`config.mk`:
```
export PLATFORM = sky130hd
export DESIGN_NAME = sht40_responder
export DESIGN_NICKNAME = d
export VERILOG_FILES = /design/src/rtl/sht40_pkg.sv /design/src/rtl/sht40_crc8_serial.sv /design/src/rtl/sht40_responder.sv
export SDC_FILE = /design/constraint.sdc
export NUM_CORES = 1
export LEC_CHECK = 0
export ABC_AREA = 1
export CAP_MARGIN = 30
export CORE_MARGIN = 10
export CORE_UTILIZATION = 49
export DETAILED_ROUTE_END_ITERATION = 12
export PLACE_DENSITY = 0.76
export SETUP_SLACK_MARGIN = 0.5
export SYNTH_ARGS = -nofsm -noshare
export SYNTH_HDL_FRONTEND = slang
export SYNTH_SLANG_ARGS = --single-unit
```
`constraint.sdc`:
```
create_clock -name clk -period 2.25 [get_ports clk]
set_clock_uncertainty 0.05 [all_clocks]
set_input_delay 0.675 -clock clk [delete_from_list [all_inputs] [get_ports clk]]
set_output_delay 0.675 -clock clk [all_outputs]
set_load 0.01 [all_outputs]
```
`src/rtl/sht40_pkg.sv`:
```
// -----------------------------------------------------------------------------
// sht40_pkg
//   Shared definitions for the SHT40 sensor responder:
//     - state_t            : responder FSM states
//     - CRC_POLY / CRC_INIT: Sensirion CRC-8 parameters (0x31, init 0xFF)
//     - DEF_CMD_*          : default command opcodes
//     - FRAME_LEN          : bytes in one measurement frame (T, T, CRC, RH, RH, CRC)
//     - CRC_CYCLES         : clk cycles spent in CRC_CALC (4 bytes x 8 bits)
//     - crc8_bit_step()    : one MSB-first shift of the CRC register
// -----------------------------------------------------------------------------
package sht40_pkg;

    typedef enum logic [1:0] {
        IDLE     = 2'd0,
        MEASURE  = 2'd1,
        CRC_CALC = 2'd2,
        READY    = 2'd3
    } state_t;

    localparam logic [7:0] CRC_POLY           = 8'h31;
    localparam logic [7:0] CRC_INIT           = 8'hFF;

    localparam logic [7:0] DEF_CMD_MEASURE    = 8'hFD;
    localparam logic [7:0] DEF_CMD_SOFT_RESET = 8'h94;

    localparam int         FRAME_LEN          = 6;
    localparam int         CRC_CYCLES         = 32;

    // One bit of the CRC: shift left, fold the polynomial in when the
    // outgoing MSB was set.
    function automatic logic [7:0] crc8_bit_step(input logic [7:0] c);
        return c[7] ? ({c[6:0], 1'b0} ^ CRC_POLY) : {c[6:0], 1'b0};
    endfunction

endpackage

```
`src/rtl/sht40_crc8_serial.sv`:
```
// -----------------------------------------------------------------------------
// sht40_crc8_serial
//   Bit-serial CRC-8 (poly 0x31, init 0xFF, MSB first, no reflection, no
//   final XOR). One bit is processed per shift cycle; the byte on data_byte is
//   XORed into the register in the first shift cycle of each byte, which is
//   tracked by an internal 3-bit bit counter.
//
//   Ports
//     clk       in   clock, rising edge
//     rst_n     in   synchronous active-low reset, clears register and counter
//     load      in   reinitialise to CRC_INIT; combined with shift, the shift
//                    starts from CRC_INIT so a new message costs no extra cycle
//     shift     in   process one bit
//     data_byte in   byte currently being folded in (must be stable for the
//                    8 shift cycles of that byte)
//     crc       out  current CRC register value
// -----------------------------------------------------------------------------
module sht40_crc8_serial
    import sht40_pkg::*;
(
    input  logic       clk,
    input  logic       rst_n,
    input  logic       load,
    input  logic       shift,
    input  logic [7:0] data_byte,
    output logic [7:0] crc
);

    logic [7:0] crc_q;
    logic [2:0] bit_cnt_q;

    logic [7:0] crc_base;
    logic [2:0] cnt_base;
    logic [7:0] crc_mixed;
    logic [7:0] crc_next;

    // NOTE: every signal assigned in an always_comb gets a value on every path
    // (here unconditionally); a path that leaves one unassigned infers a latch.
    always_comb begin
        crc_base  = load ? CRC_INIT : crc_q;
        cnt_base  = load ? 3'd0 : bit_cnt_q;
        crc_mixed = (cnt_base == 3'd0) ? (crc_base ^ data_byte) : crc_base;
        crc_next  = crc8_bit_step(crc_mixed);
    end

    // NOTE: clocked state uses non-blocking assignments so every register
    // samples pre-edge values; blocking here would create order-dependent races.
    always_ff @(posedge clk) begin
        if (!rst_n) begin
            crc_q     <= 8'h00;
            bit_cnt_q <= 3'd0;
        end else if (shift) begin
            crc_q     <= crc_next;
            bit_cnt_q <= cnt_base + 3'd1;
        end else if (load) begin
            crc_q     <= CRC_INIT;
            bit_cnt_q <= 3'd0;
        end
    end

    assign crc = crc_q;

endmodule

```
`src/rtl/sht40_responder.sv`:
```
// -----------------------------------------------------------------------------
// sht40_responder
//   Emulates the command/response behaviour of an SHT40 humidity/temperature
//   sensor behind an I2C target PHY. A measure command starts a timed
//   measurement, the raw values are latched, both CRC-8 checksums are computed
//   bit-serially, and the 6-byte frame is then served one byte per rd_req.
//
//   Optional feature: define SHT40_RESP_CRC_INJ_EN to add input crc_corrupt,
//   which flips bit 0 of a CRC byte (byte 2 or 5) when high at its read.
//
//   Parameters
//     MEAS_CYCLES     clk cycles the emulated measurement takes
//     CMD_MEASURE     measurement command opcode
//     CMD_SOFT_RESET  soft-reset command opcode
//
//   Ports
//     clk         in   clock, rising edge
//     rst_n       in   synchronous active-low reset
//     cmd_valid   in   one-cycle pulse, command byte written by the controller
//     cmd_data    in   command byte
//     rd_req      in   one-cycle pulse, PHY wants the next read byte
//     temp_in     in   raw temperature to report
//     rh_in       in   raw humidity to report
//     crc_corrupt in   (SHT40_RESP_CRC_INJ_EN only) corrupt served CRC byte
//     rd_data     out  byte supplied to the PHY, held while rd_valid is low
//     rd_valid    out  one-cycle pulse qualifying rd_data
//     rd_nack     out  one-cycle pulse, no data available, PHY must NACK
//     busy        out  high in MEASURE or CRC_CALC
//     data_ready  out  high in READY
//     byte_idx    out  index 0..5 of the next byte to be served
// -----------------------------------------------------------------------------
module sht40_responder
    import sht40_pkg::*;
#(
    parameter int         MEAS_CYCLES    = 1000,
    parameter logic [7:0] CMD_MEASURE    = DEF_CMD_MEASURE,
    parameter logic [7:0] CMD_SOFT_RESET = DEF_CMD_SOFT_RESET
) (
    input  logic        clk,
    input  logic        rst_n,
    input  logic        cmd_valid,
    input  logic [7:0]  cmd_data,
    input  logic        rd_req,
    input  logic [15:0] temp_in,
    input  logic [15:0] rh_in,
`ifdef SHT40_RESP_CRC_INJ_EN
    input  logic        crc_corrupt,
`endif
    output logic [7:0]  rd_data,
    output logic        rd_valid,
    output logic        rd_nack,
    output logic        busy,
    output logic        data_ready,
    output logic [2:0]  byte_idx
);

    localparam int                CNT_W     = (MEAS_CYCLES > 1) ? $clog2(MEAS_CYCLES) : 1;
    localparam logic [CNT_W-1:0]  MEAS_LAST = CNT_W'(MEAS_CYCLES - 1);
    localparam logic [2:0]        LAST_BYTE = 3'(FRAME_LEN - 1);
    localparam logic [4:0]        CRC_LAST  = 5'(CRC_CYCLES - 1);

    // ---------------------------------------------------------------- state
    state_t           state_q,    state_d;
    logic [CNT_W-1:0] meas_cnt_q, meas_cnt_d;
    logic [4:0]       crc_cnt_q,  crc_cnt_d;
    logic [2:0]       byte_idx_q, byte_idx_d;
    logic [7:0]       rd_data_q,  rd_data_d;
    logic             rd_valid_q, rd_valid_d;
    logic             rd_nack_q,  rd_nack_d;
    logic [15:0]      temp_q;
    logic [15:0]      rh_q;
    logic [7:0]       t_crc_q;

    logic             latch_en;
    logic             t_crc_cap;
    logic             crc_load;
    logic             crc_shift;
    logic [7:0]       crc_byte;
    logic [7:0]       crc_value;
    logic [7:0]       crc_flip;
    logic [7:0]       frame_byte;
    logic             is_measure;
    logic             is_soft_reset;

    assign is_measure    = cmd_valid && (cmd_data == CMD_MEASURE);
    assign is_soft_reset = cmd_valid && (cmd_data == CMD_SOFT_RESET);

`ifdef SHT40_RESP_CRC_INJ_EN
    assign crc_flip = {7'd0, crc_corrupt};
`else
    assign crc_flip = 8'h00;
`endif

    // ------------------------------------------------------------ CRC engine
    // crc_cnt[4:3] selects the byte (T msb, T lsb, RH msb, RH lsb); the engine
    // is reloaded at the start of each 16-bit word.
    always_comb begin
        unique case (crc_cnt_q[4:3])
            2'd0:    crc_byte = temp_q[15:8];
            2'd1:    crc_byte = temp_q[7:0];
            2'd2:    crc_byte = rh_q[15:8];
            default: crc_byte = rh_q[7:0];
        endcase
    end

    sht40_crc8_serial u_crc (
        .clk       (clk),
        .rst_n     (rst_n),
        .load      (crc_load),
        .shift     (crc_shift),
        .data_byte (crc_byte),
        .crc       (crc_value)
    );

    // -------------------------------------------------------- frame select
    // The humidity CRC is taken straight from the engine: it only shifts in
    // CRC_CALC, so its register is stable for the whole READY phase.
    always_comb begin
        unique case (byte_idx_q)
            3'd0:    frame_byte = temp_q[15:8];
            3'd1:    frame_byte = temp_q[7:0];
            3'd2:    frame_byte = t_crc_q ^ crc_flip;
            3'd3:    frame_byte = rh_q[15:8];
            3'd4:    frame_byte = rh_q[7:0];
            3'd5:    frame_byte = crc_value ^ crc_flip;
            default: frame_byte = 8'h00;
        endcase
    end

    // ------------------------------------------------------ next-state logic
    always_comb begin
        state_d    = state_q;
        meas_cnt_d = meas_cnt_q;
        crc_cnt_d  = crc_cnt_q;
        byte_idx_d = byte_idx_q;
        rd_data_d  = rd_data_q;
        rd_valid_d = 1'b0;
        rd_nack_d  = 1'b0;
        latch_en   = 1'b0;
        t_crc_cap  = 1'b0;
        crc_load   = 1'b0;
        crc_shift  = 1'b0;

        if (cmd_valid) begin
            // A command always wins over a simultaneous read request.
            rd_nack_d = rd_req;
            if (is_measure) begin
                state_d    = MEASURE;
                meas_cnt_d = '0;
                byte_idx_d = 3'd0;
            end else if (is_soft_reset) begin
                state_d    = IDLE;
                byte_idx_d = 3'd0;
            end
        end else begin
            unique case (state_q)
                IDLE: begin
                    rd_nack_d = rd_req;
                end

                MEASURE: begin
                    rd_nack_d = rd_req;
                    if (meas_cnt_q == MEAS_LAST) begin
                        latch_en  = 1'b1;
                        crc_cnt_d = 5'd0;
                        state_d   = CRC_CALC;
                    end else begin
                        meas_cnt_d = meas_cnt_q + CNT_W'(1);
                    end
                end

                CRC_CALC: begin
                    rd_nack_d = rd_req;
                    crc_shift = 1'b1;
                    crc_load  = (crc_cnt_q[3:0] == 4'd0);
                    // Temperature CRC is complete when the humidity word starts.
                    t_crc_cap = (crc_cnt_q == 5'd16);
                    if (crc_cnt_q == CRC_LAST) begin
                        state_d = READY;
                    end else begin
                        crc_cnt_d = crc_cnt_q + 5'd1;
                    end
                end

                READY: begin
                    if (rd_req) begin
                        rd_valid_d = 1'b1;
                        rd_data_d  = frame_byte;
                        if (byte_idx_q == LAST_BYTE) begin
                            byte_idx_d = 3'd0;
                            state_d    = IDLE;
                        end else begin
                            byte_idx_d = byte_idx_q + 3'd1;
                        end
                    end
                end

                default: state_d = IDLE;
            endcase
        end
    end

    // ------------------------------------------------------------ registers
    always_ff @(posedge clk) begin
        if (!rst_n) begin
            state_q    <= IDLE;
            meas_cnt_q <= '0;
            crc_cnt_q  <= 5'd0;
            byte_idx_q <= 3'd0;
            rd_data_q  <= 8'h00;
            rd_valid_q <= 1'b0;
            rd_nack_q  <= 1'b0;
            temp_q     <= 16'h0000;
            rh_q       <= 16'h0000;
            t_crc_q    <= 8'h00;
        end else begin
            state_q    <= state_d;
            meas_cnt_q <= meas_cnt_d;
            crc_cnt_q  <= crc_cnt_d;
            byte_idx_q <= byte_idx_d;
            rd_data_q  <= rd_data_d;
            rd_valid_q <= rd_valid_d;
            rd_nack_q  <= rd_nack_d;
            if (latch_en) begin
                temp_q <= temp_in;
                rh_q   <= rh_in;
            end
            if (t_crc_cap) begin
                t_crc_q <= crc_value;
            end
        end
    end

    // -------------------------------------------------------------- outputs
    assign rd_data    = rd_data_q;
    assign rd_valid   = rd_valid_q;
    assign rd_nack    = rd_nack_q;
    assign byte_idx   = byte_idx_q;
    assign busy       = (state_q == MEASURE) || (state_q == CRC_CALC);
    assign data_ready = (state_q == READY);

endmodule
```
-- Word level (Yosys, flattened, before mapping)
Index checks and enable logic that the tools add are counted.
W data, S select, Z words.
- memories kept: 0
- bits in latches: 0
- RAM bits: 0
- bits in registers: 81
- bits in read-only memories: 0
- word-level logic and storage cells: 106
- output and inout port bits: 15
- add/subtract/negate cells: 4
- mux-type cells: 41
- multiply operators: 0
- equality and inequality tests: 24
- shift-type cells: 0
- bitwise logic cells: 5
- reductions and logical operators: 20
- order comparisons: 0
- div/mod/pow operators: 0
- operator list (operator ; count):
    $pmux W8 S6 ; 1
    $mux W10 ; 4
    $mux W3 ; 8
    $mux W8 ; 3
    $pmux W8 S3 ; 1
    $eq A8 B8 Y1 const B ; 2
    $mux W2 ; 7
    $mux W1 ; 12
    $add A10 B1 Y10 const B ; 1
    $eq A10 B10 Y1 const B ; 1
    $eq A5 B5 Y1 const B ; 2
    $mux W5 ; 2
    $pmux W5 S2 ; 1
    $ne A3 B3 Y1 const B ; 3
    $reduce_and A3 Y1 ; 3
    $reduce_bool A2 Y1 ; 4
    $xor A8 B8 Y8 ; 1
    $add A3 B1 Y3 const B ; 2
    $eq A2 B2 Y1 const B ; 3
    $eq A3 B2 Y1 const B ; 2
    $eq A3 B3 Y1 const B ; 2
    $logic_not A3 Y1 ; 2
    $mux W6 ; 1
    $ne A2 B2 Y1 const B ; 3
    other kinds (17) ; 23

-- Longest topological paths before layout
Gate-level depths: netlist of the first run.
- word-level depth: 9
- depth in mapped cells: 19

-- By module
From an unflattened synthesis of the first run, not the netlist that was laid out.
- cells, all modules: 652
- area, all modules: 4362.9 µm²
- modules (own cells, without submodules) (module ; times used ; seq. area each (µm²) ; cells an instance ; area each (µm²)):
    sht40_responder ; 1 ; 1401.3 ; 544 ; 3659.8
    sht40_crc8_serial ; 1 ; 220.2 ; 108 ; 703.2

-- Worst setup path before layout of the first run
Ideal clock, no wire load.
- path kind: register -> register
- from: reg state_q[0]
- to: reg u_crc.crc_q[4], in the netlist u_crc.crc[4]
- buffers on the path: 0
- slack: 0.106 ns
- required time: 2.091 ns
- setup time: 0.109 ns
- stages on the path, launching flop included: 19
- arrival time: 1.985 ns
- path through: dfxtp_1 > inv_1 > ha_1 > inv_2 > nor2_8 > nand3_4 > inv_2 > nor2_1 > inv_1 > ha_1 > inv_1 > a21oi_4 > nand3_1 > nand2_2 > inv_2 > nand2_1 > nand3_1 > nand2_1 > inv_1
- cells in the longest elaborated chain, start to end: 9
- RTL lines (item ; RTL line ; text):
    start: declaration ; sht40_responder.sv:63 ; state_t state_q, state_d;
    start signal: assignment ; sht40_responder.sv:217 ; state_q <= state_d;
    $eq A2 B2 Y1 * ; sht40_responder.sv:156 ; unique case (state_q)
    $mux W1 ; sht40_responder.sv:156 ;
    $mux W1 ; sht40_responder.sv:144 ; if (cmd_valid) begin
    $mux W3 or $mux W8 (tied branches) ; -- ;
    $logic_not A3 Y1 or $xor A8 B8 Y8 (tied branches) ; sht40_crc8_serial.sv:42 ; crc_mixed = (cnt_base == 3'd0) ? (crc_base ^ data_byte) : crc_base;
    $mux W8 ; sht40_crc8_serial.sv:42 ;
    $not A3 Y3 (no source line) ; -- ;
    $mux W6 ; sht40_pkg.sv:32 ; return c[7] ? ({c[6:0], 1'b0} ^ CRC_POLY) : {c[6:0], 1'b0};
    $mux W8 * ; sht40_crc8_serial.sv:52 ; end else if (shift) begin
    end signal: assignment ; sht40_crc8_serial.sv:53 ; crc_q <= crc_next;
    end: declaration ; sht40_crc8_serial.sv:29 ; logic [7:0] crc_q;
Mark *: on every way between the ends. The rest lies on a longest branch, timed or not.
A chain may end at the register's enable or synchronous reset.

-- Final worst setup path of the first run
Same ends and word-level chain as after synthesis.

==> impl_summary.md, run 1 <==
Yosys
The number of enable-type register cells in the synthesized netlist is 0. The portion of synthesized cell area occupied by the leading cell type is between 30% and 40%. The count of distinct cell types in the synthesized netlist is 30. A synthesized cell averages 6.81 µm².

Summed over all instances, the cell type with the most area after synthesis is sky130_fd_sc_hd__dfxtp_1. The synthesized design contains 81 register bits. The share of synthesized registers carrying an async set or reset is 0%. Ranked by total cell area, the synthesized netlist is headed by sky130_fd_sc_hd__dfxtp_1 (39%), sky130_fd_sc_hd__nand2_1 (11%), sky130_fd_sc_hd__a21oi_1 (9.4%). The synthesized cell area is 4190 µm². Among all flip-flop cells after synthesis, the most frequent one is sky130_fd_sc_hd__dfxtp_1.

Counting every instance in the synthesized netlist gives 615. Sequential elements use 38.7% of the synthesized area. During synthesis, Yosys emitted a total of 0 warnings.

The number of nets handed over by synthesis was 671.

Floorplan
The die is 112 µm tall. The x dimension of the die is 112 µm. The region available for standard cell placement spans 8260 µm².

The I/O pin total is 59. For this configuration, the core starts out at a cell density of ~51%. The die outline area is 12600 µm². The floorplan row count is 33.

Placed design
The count of buffers from port buffering is 58. The total half-perimeter wirelength after legalization and detailed placement is 9090 µm. After detailed placement, the total cell area comes to a little over 5000 µm². The last weighted congestion value of the routability-driven placer is 0.919.

Power and ir drop
The clock network fraction of total power is 36.7%. For this design the total switching power over the nets is roughly 0.00094 W. The switching share of power is 28.1%.

The peak supply drop is around 0.36 mV. The total leakage power is approximately 2.5 nW. The sequential power share is 45.0%. The cell area power density is 560 nW/µm². Per report_power, the combinational group accounts for ~18% of the total. The total power of the final layout is 0.00335 W.

The internal portion of total power is 0.00241 W.

Worst setup path
The launch point of the worst path is state_q[0]. STA classifies the critical path endpoint as a flip-flop. The critical register-to-register path endpoint is u_crc.crc[4]. The data required time at the worst endpoint is 2.47 ns. The biggest cell delay along the critical path is 0.34 ns. The worst setup path is of the reg2reg kind.

The flop-to-flop setup slack is around 0.21 ns. For the worst setup path, the data arrival time is approximately 2.3 ns. The startpoint of the worst register-to-register path is state_q[0]. The kind of start point of the critical path is a flip-flop.

In this run the worst path has a maximum fanout of 5. The worst reg2reg path depth is 18. Walking the worst path, the cells encountered are inv_2 -> ha_4 -> inv_6 -> nor2_8 -> nand3_4 -> inv_4 -> nor2_4 -> inv_2 -> ha_4 -> inv_4 -> a21oi_4 -> nand3_2 -> nand2_2 -> inv_2 -> nand2_2 -> nand3_2 -> nand2_2 -> inv_1.

For this design, the slowest cell found on the critical path is sky130_fd_sc_hd__dfxtp_2.

Global routing
The fraction of met1 tracks used by global routing is 23.0%. The initial antenna violation count was 0. Summed over all layers, the global routing overflow is 0. met2 is the most crowded layer. The first global-routing pass estimated 20400 µm of wire. The met2 track utilization from global routing is about 32%.

The number of global-route vias before repair came to 4170. The global-route usage over all layers is 18.9%. The fraction of met3 tracks used by global routing is roughly 4.0%. Entering global routing, the biggest net connects 41 pins.

STA
The final period utilization is 90.8%. The shortest clock period the worst path allows after layout is 2.04 ns. The count of final hold-check violations came to 0. The pin slew with the least headroom to its limit is ~0.52 ns.

The worst pin sits at a relative slew slack of 65.2%. The max-slew violation count was 0. Based on the critical path, the design can be clocked at up to 490 MHz.

Setup violations remaining at the end of the flow were counted as 0. Setup repair after global routing could not meet its margin everywhere.

Routing
After detailed routing, the number of vias per cell comes to 5.53. The first detailed-routing pass took 5 iterations. The number of DRC markers after the initial detailed-route iteration is roughly 520. The total routed wirelength is between 10000 and 15000 µm. The number of remaining DRC errors is 0. The via count is 4599. The post-detailed-route wirelength per cell is 16.5 µm.

The post-route antenna net violation count is 0.

Clock tree
The clock drives 81 sinks. The clock passes through at most 2 buffers. The later pin in the worst-skew pair is clocked with a latency of 0.37 ns. The H-tree level count is 3. TritonCTS built the clock tree. The CTS clock-pin slew for the worst setup and hold paths is approximately 0.09 ns. The total CTS buffers is 9. The clock root buffer master is sky130_fd_sc_hd__clkbuf_8.

Finish
Once layout is complete, the utilization of the core stands at about 72%. The repair_antennas step left the layout with diodes totalling 0. The synthesis-to-layout area growth is 42.9%. The area of all placed cells without fillers is roughly 6000 µm². In the final design database the tool counted slightly below 800 nets. The fraction of layout instances using a drive strength above 1 is 23.0%.

Run
Across the run, the number of max-cap violations was 0.

Worst hold path
The worst hold path belongs to the class reg2reg. The startpoint identified for the worst hold timing path is t_crc_q[7]. The worst hold path was traced through 2 stages. For hold timing, the worst endpoint is t_crc_q[7].

Status
The flow ran to the end, and the final reports show no timing, DRC or antenna violations.
[per-stage QoR]
stage               hold slack, ns  setup WS, ns  cells  TNS (ns)
floorplan                    0.375         0.207    615         0
global placement             0.396        -0.308    787     -8.36
detailed placement           0.395        -0.374    787    -10.67
CTS                          0.409         0.298    811         0
global route                 0.425         0.110    831         0
finish                       0.405         0.208    831         0
[cells in the final DEF (no fill, tap or decap), drive strengths merged, types with 16 or more instances in the layout]
master	Yosys	layout
nand3	32	32
inv	100	100
o21ai	71	71
dfxtp	81	81
clkdlybuf4s50	0	34
nand2	120	120
a21oi	80	81
o22ai	16	16
buf	9	58
nor2	45	45
[area by class of cell]
type | count | area (µm²)
sequential | 81 | 1640
clock buffer | 10 | 138
fill | 619 | 2270
inverter | 100 | 388
multi-input combinational | 412 | 2400
tap | 105 | 131
clock inverter | 6 | 91.3
timing repair buffer | 117 | 1190
[cells in the mapped netlist (11+ instances only)]
cell type / number
sky130_fd_sc_hd__a21oi_1: 79
sky130_fd_sc_hd__clkbuf_1: 12
sky130_fd_sc_hd__dfxtp_1: 81
sky130_fd_sc_hd__ha_1: 12
sky130_fd_sc_hd__inv_1: 92
sky130_fd_sc_hd__nand2_1: 119
sky130_fd_sc_hd__nand3_1: 31
sky130_fd_sc_hd__nor2_1: 42
sky130_fd_sc_hd__o21ai_0: 60
sky130_fd_sc_hd__o21ai_1: 11
sky130_fd_sc_hd__o22ai_1: 16
[worst max path at each step]
stage                    to  slack [ns]  cells after the start
2_1_floorplan  u_crc.crc[5]        0.21                     15
3_5_place_dp   u_crc.crc[4]       -0.37                     16
3_3_place_gp   u_crc.crc[5]       -0.31                     16
5_1_grt        u_crc.crc[4]        0.11                     18
4_1_cts        u_crc.crc[4]        0.30                     18
6_report       u_crc.crc[4]        0.21                     18
[critical path: cells and delay by family, from the launching register on]
family                   cells  cell delay [ns]
AO/OA/AOI/OAI                1             0.18
buffers and inverters        7             0.41
flip-flops                   1             0.34
AND/OR/NAND/NOR              8             0.66
adder cells (fa/ha/maj)      2             0.30
[kinds of logic (layout without fill, tap and decap cells)]
| kind of cell | Yosys count | in the layout | share of synthesized area (%) |
|---|---|---|---|
| and+or+nand+nor | 213 | 213 | 21.9 |
| AOI/OAI and AO/OA | 177 | 178 | 22.4 |
| buffers and inverters | 123 | 233 | 11.4 |
| DFF | 81 | 81 | 38.7 |
| adders and majority gates | 12 | 12 | 3.59 |
| xor gates and xnor gates | 9 | 9 | 1.88 |
[registers in the layout (all words and copies together), names as in the netlist]
signal           cells
u_crc.bit_cnt_q      3
t_crc_q              8
state_q              2
rh_q                16
byte_idx             3
meas_cnt_q          10
rd_valid             1
u_crc.crc            8
crc_cnt_q            5
temp_q              16
rd_nack              1
rd_data              8
[power by group through the flow]
stage | registers, W | logic, W | clock network, W
global route | 0.00151 | 0.000665 | 0.00128
detailed placement | 0.00153 | 0.000460 | 0
global placement | 0.00153 | 0.000444 | 0
floorplan | 0.00152 | 0.000271 | 0
finish | 0.00151 | 0.000615 | 0.00123
CTS | 0.00150 | 0.000508 | 0.00121
[per-layer routing]
layer  routed length [µm]  share of wire, %
met4                  352               2.6
met5                    0                 0
met1                 5400                39
met2                 6800                50
met3                 1180               8.6
[timing repair]
| action | CTS | global route |
|---|---|---|
| gates cloned | 1 | 8 |
| resized for setup | 65 | 91 |
| endpoints found under the hold margin | 0 | 0 |
| hold buffers | 0 | 0 |
| endpoints found under the setup margin | 92 | 60 |
| buffers inserted | 7 | 12 |
| pin swaps | 17 | 15 |
Note: power is estimated with default switching activity, not from simulation.
==> run 2: changes to the inputs <==
- CELL_PAD_IN_SITES_DETAIL_PLACEMENT: unset -> 1
- CELL_PAD_IN_SITES_GLOBAL_PLACEMENT: unset -> 1
- CORE_UTILIZATION: 49 -> 35
- PLACE_DENSITY: 0.76 -> unset
- PLACE_DENSITY_LB_ADDON: unset -> 0.1
==> impl_summary.md, run 2 (synthesis results as in run 1) <==
Global routing
The number of global-route vias before repair is 4562. The global-route usage over all layers is a little under a fifth. The initial antenna violation count is 0. In the global route stage, met1 resource usage came out at around a quarter.

After global routing, the most crowded layer is met2. Entering global routing, the biggest net connects 50 pins. The first global-routing pass estimated 23900 µm of wire. The global route total overflow is 0. In the global route stage, met3 resource usage came out at 3.30%. The met2 track utilization from global routing is 29.9%.

Power and ir drop
Cell internal power was estimated by the tool at 0.00269 W. The switching share of power is 27.4%. The peak supply drop is 0.331 mV. The combinational fraction of design power is 17.6%.

Summed over all cells, the static leakage comes to 2.56 nW. The clock network fraction of total power is 41.7%. Of the total power, registers draw 40.7%. Summed over all nets, the switching power comes to approximately 0.0010 W.

The design draws 0.00370 W. The cell area power density is 592 nW/µm².

Routing
After detailed routing, the total wire length is 16400 µm. The number of remaining DRC errors is 0. The number of DRC markers after the initial detailed-route iteration is 275. The detailed-route vias per instance is 5.29.

The post-route antenna net violation count is 0. The routed layout has 4598 vias. Dividing the detail-routed wire length by the instance count gives ~19 µm. The first detailed-routing pass took 5 iterations.

Placed design
The total half-perimeter wirelength after legalization and detailed placement is 10800 µm. At the end of routability-driven placement, the weighted congestion stood at roughly 0.88. The cell count after placement is approximately 830. The worst slack at placement is -0.451 ns. The count of buffers from port buffering is between 50 and 60.

STA
The max-slew violation count is 0. The count of final hold-check violations was 0. Setup repair after global routing could not meet its margin everywhere. Based on the critical path, the design can be clocked at up to 485 MHz. The final worst slack is 0.188 ns.

The shortest clock period the worst path allows after layout is 2.06 ns. The worst pin sits at a relative slew slack of 59.7%. The total setup violations reported at the end of the flow is 0. Of the available clock period, the critical path in the final layout requires 91.6%. The pin slew with the least headroom to its limit is ~0.6 ns.

Worst setup path
The number of logic stages on the critical path including buffering is 5. Of all nets on the critical path, the largest fanout is 3. The kind of start point of the critical path is a flip-flop.

On the critical path, the stage with the largest delay is an instance of sky130_fd_sc_hd__dfxtp_2. The critical register-to-register path endpoint is u_crc.crc[5]. STA puts the critical path data required time at 1.52 ns. The biggest cell delay along the critical path is 0.33 ns.

STA puts the critical path data arrival time at around 1.3 ns. The worst reg2reg path depth is 18. Walking the worst path, the cells encountered are buf_4 -> buf_4 -> buf_6 -> ha_4 -> buf_6.

In this run the worst setup path begins at state_q[0]. The capturing instance or port of the critical path is data_ready. In this run the critical register-to-register path is launched from state_q[0]. The type of destination of the critical path is an output port. The kind of critical path is reg2out. The critical path buffer and inverter count is 4. In this run the register-to-register setup slack is 0.26 ns.

The kind of cell with the highest combined delay along the critical path is buffers and inverters.

Clock tree
For this design, the CTS-stage hold fixing added 0 buffers. The insertion delay of the later-clocked pin in the worst-skew pair is between 0.3 and 0.4 ns. Counting the buffers created by CTS gives 9. The number of buffers on the longest clock path is 2.

The TritonCTS clock tree is built. Clock tree synthesis found a total of 81 sinks. After clock tree synthesis, the clock-pin slew on the worst setup and hold paths is about 0.060 ns. The H-tree level count is 3. Clock tree synthesis selected as its root buffer the cell sky130_fd_sc_hd__clkbuf_16.

Finish
The post-layout net count is 778. The area growth from synthesis to layout is 49.6%. Leaving out filler cells and counting taps, the final layout contains 870. The sequential cells in the finished layout cover a total of 1640 µm². Fill cells in the final layout number between 1000 and 1500.

The library cell used most frequently in the layout, excluding fill and tap cells, is sky130_fd_sc_hd__nand2_1. Summing all multi-input logic gate instances after layout gives about 2500 µm². Leaving out fill and tap cells, the most frequent cells in the layout are sky130_fd_sc_hd__nand2_1 (105), sky130_fd_sc_hd__inv_1 (83), sky130_fd_sc_hd__dfxtp_1 (70), sky130_fd_sc_hd__a21oi_1 (62), sky130_fd_sc_hd__nor2_1 (36). The diode insertion count for antenna repair is 0.

The largest registers in the layout are rh_q: 16 flops, temp_q: 16 flops, meas_cnt_q: 10 flops. The fraction of layout instances using a drive strength above 1 is 26.1%.

Floorplan
The I/O pin total is 59. The region available for standard cell placement spans 11600 µm². The die extent in y is 129 µm. The floorplan row count is 39. The die outline area is 16700 µm². The initial utilization of the core area, before any placement, comes to 36.2%. Measured along the x axis, the die boundary spans 129 µm.

Run
Across the run, the number of max-cap violations was 0.

Status
The run finished with clean final reports.

Worst hold path
The worst min-delay path class is reg2reg.
==> run 2: stage by stage <==
stage	area (µm²)	hold slack (ns)	TNS, ns	util [%]
floorplan	4270	0.375	0	-
global placement	5190	0.389	-12.01	44.9
detailed placement	5190	0.402	-14.81	44.9
CTS	5740	0.412	0	49.6
global route	6260	0.437	0	54.1
finish	6260	0.410	0	54.1
==> run 2: repair_timing <==
action                                 in CTS  in global routing
pin swaps                                  21                 21
endpoints found under the hold margin       0                  0
gates cloned                                3                  6
setup endpoints to repair                  94                 68
gates resized for setup                    85                119
setup buffers                               9                 11
==> run 2: cell type report <==
type / count / area share, %
multi-input combinational: 412 / 40.2
clock inverter: 4 / 0.819
clock buffer: 12 / 4.10
timing repair buffer: 118 / 19.5
inverter: 100 / 6.33
sequential: 81 / 26.2
tap: 143 / 2.86
==> run 2: worst register-to-register path, delay by kind of cell, from the launching register on <==
family                   cells  cell delay (ns)
buffers and inverters        6             0.34
adder cells (fa/ha/maj)      2             0.28
AND/OR/NAND/NOR              9             0.70
AO/OA/AOI/OAI                1             0.19
flip-flops                   1             0.33
==> run 2: routing by layer <==
metal  vias to the layer above  wire length, µm
met5                         -                0
met3                        13              750
met2                       103             8030
met4                         0              233
met1                      2254             7340
li1                       2228                -
==> run 2: how the worst min path moves through the flow <==
| stage | start | to | slack [ns] | cells after the start |
|---|---|---|---|---|
| after floorplan | t_crc_q[0] | t_crc_q[0] | 0.37 | 2 |
| after global placement | t_crc_q[6] | t_crc_q[6] | 0.39 | 2 |
| after detailed placement | t_crc_q[1] | t_crc_q[1] | 0.40 | 2 |
| after CTS | t_crc_q[2] | t_crc_q[2] | 0.41 | 2 |
| after global routing | t_crc_q[2] | t_crc_q[2] | 0.44 | 2 |
| final | t_crc_q[1] | t_crc_q[1] | 0.41 | 2 |
==> run 2: power by group through the flow <==
stage	clock network, W	logic (W)	registers (W)
after floorplan	0	0.000271	0.00152
after global placement	0	0.000464	0.00153
after detailed placement	0	0.000482	0.00153
after CTS	0.00156	0.000541	0.00151
after global routing	0.00163	0.000715	0.00151
final	0.00154	0.000652	0.00151
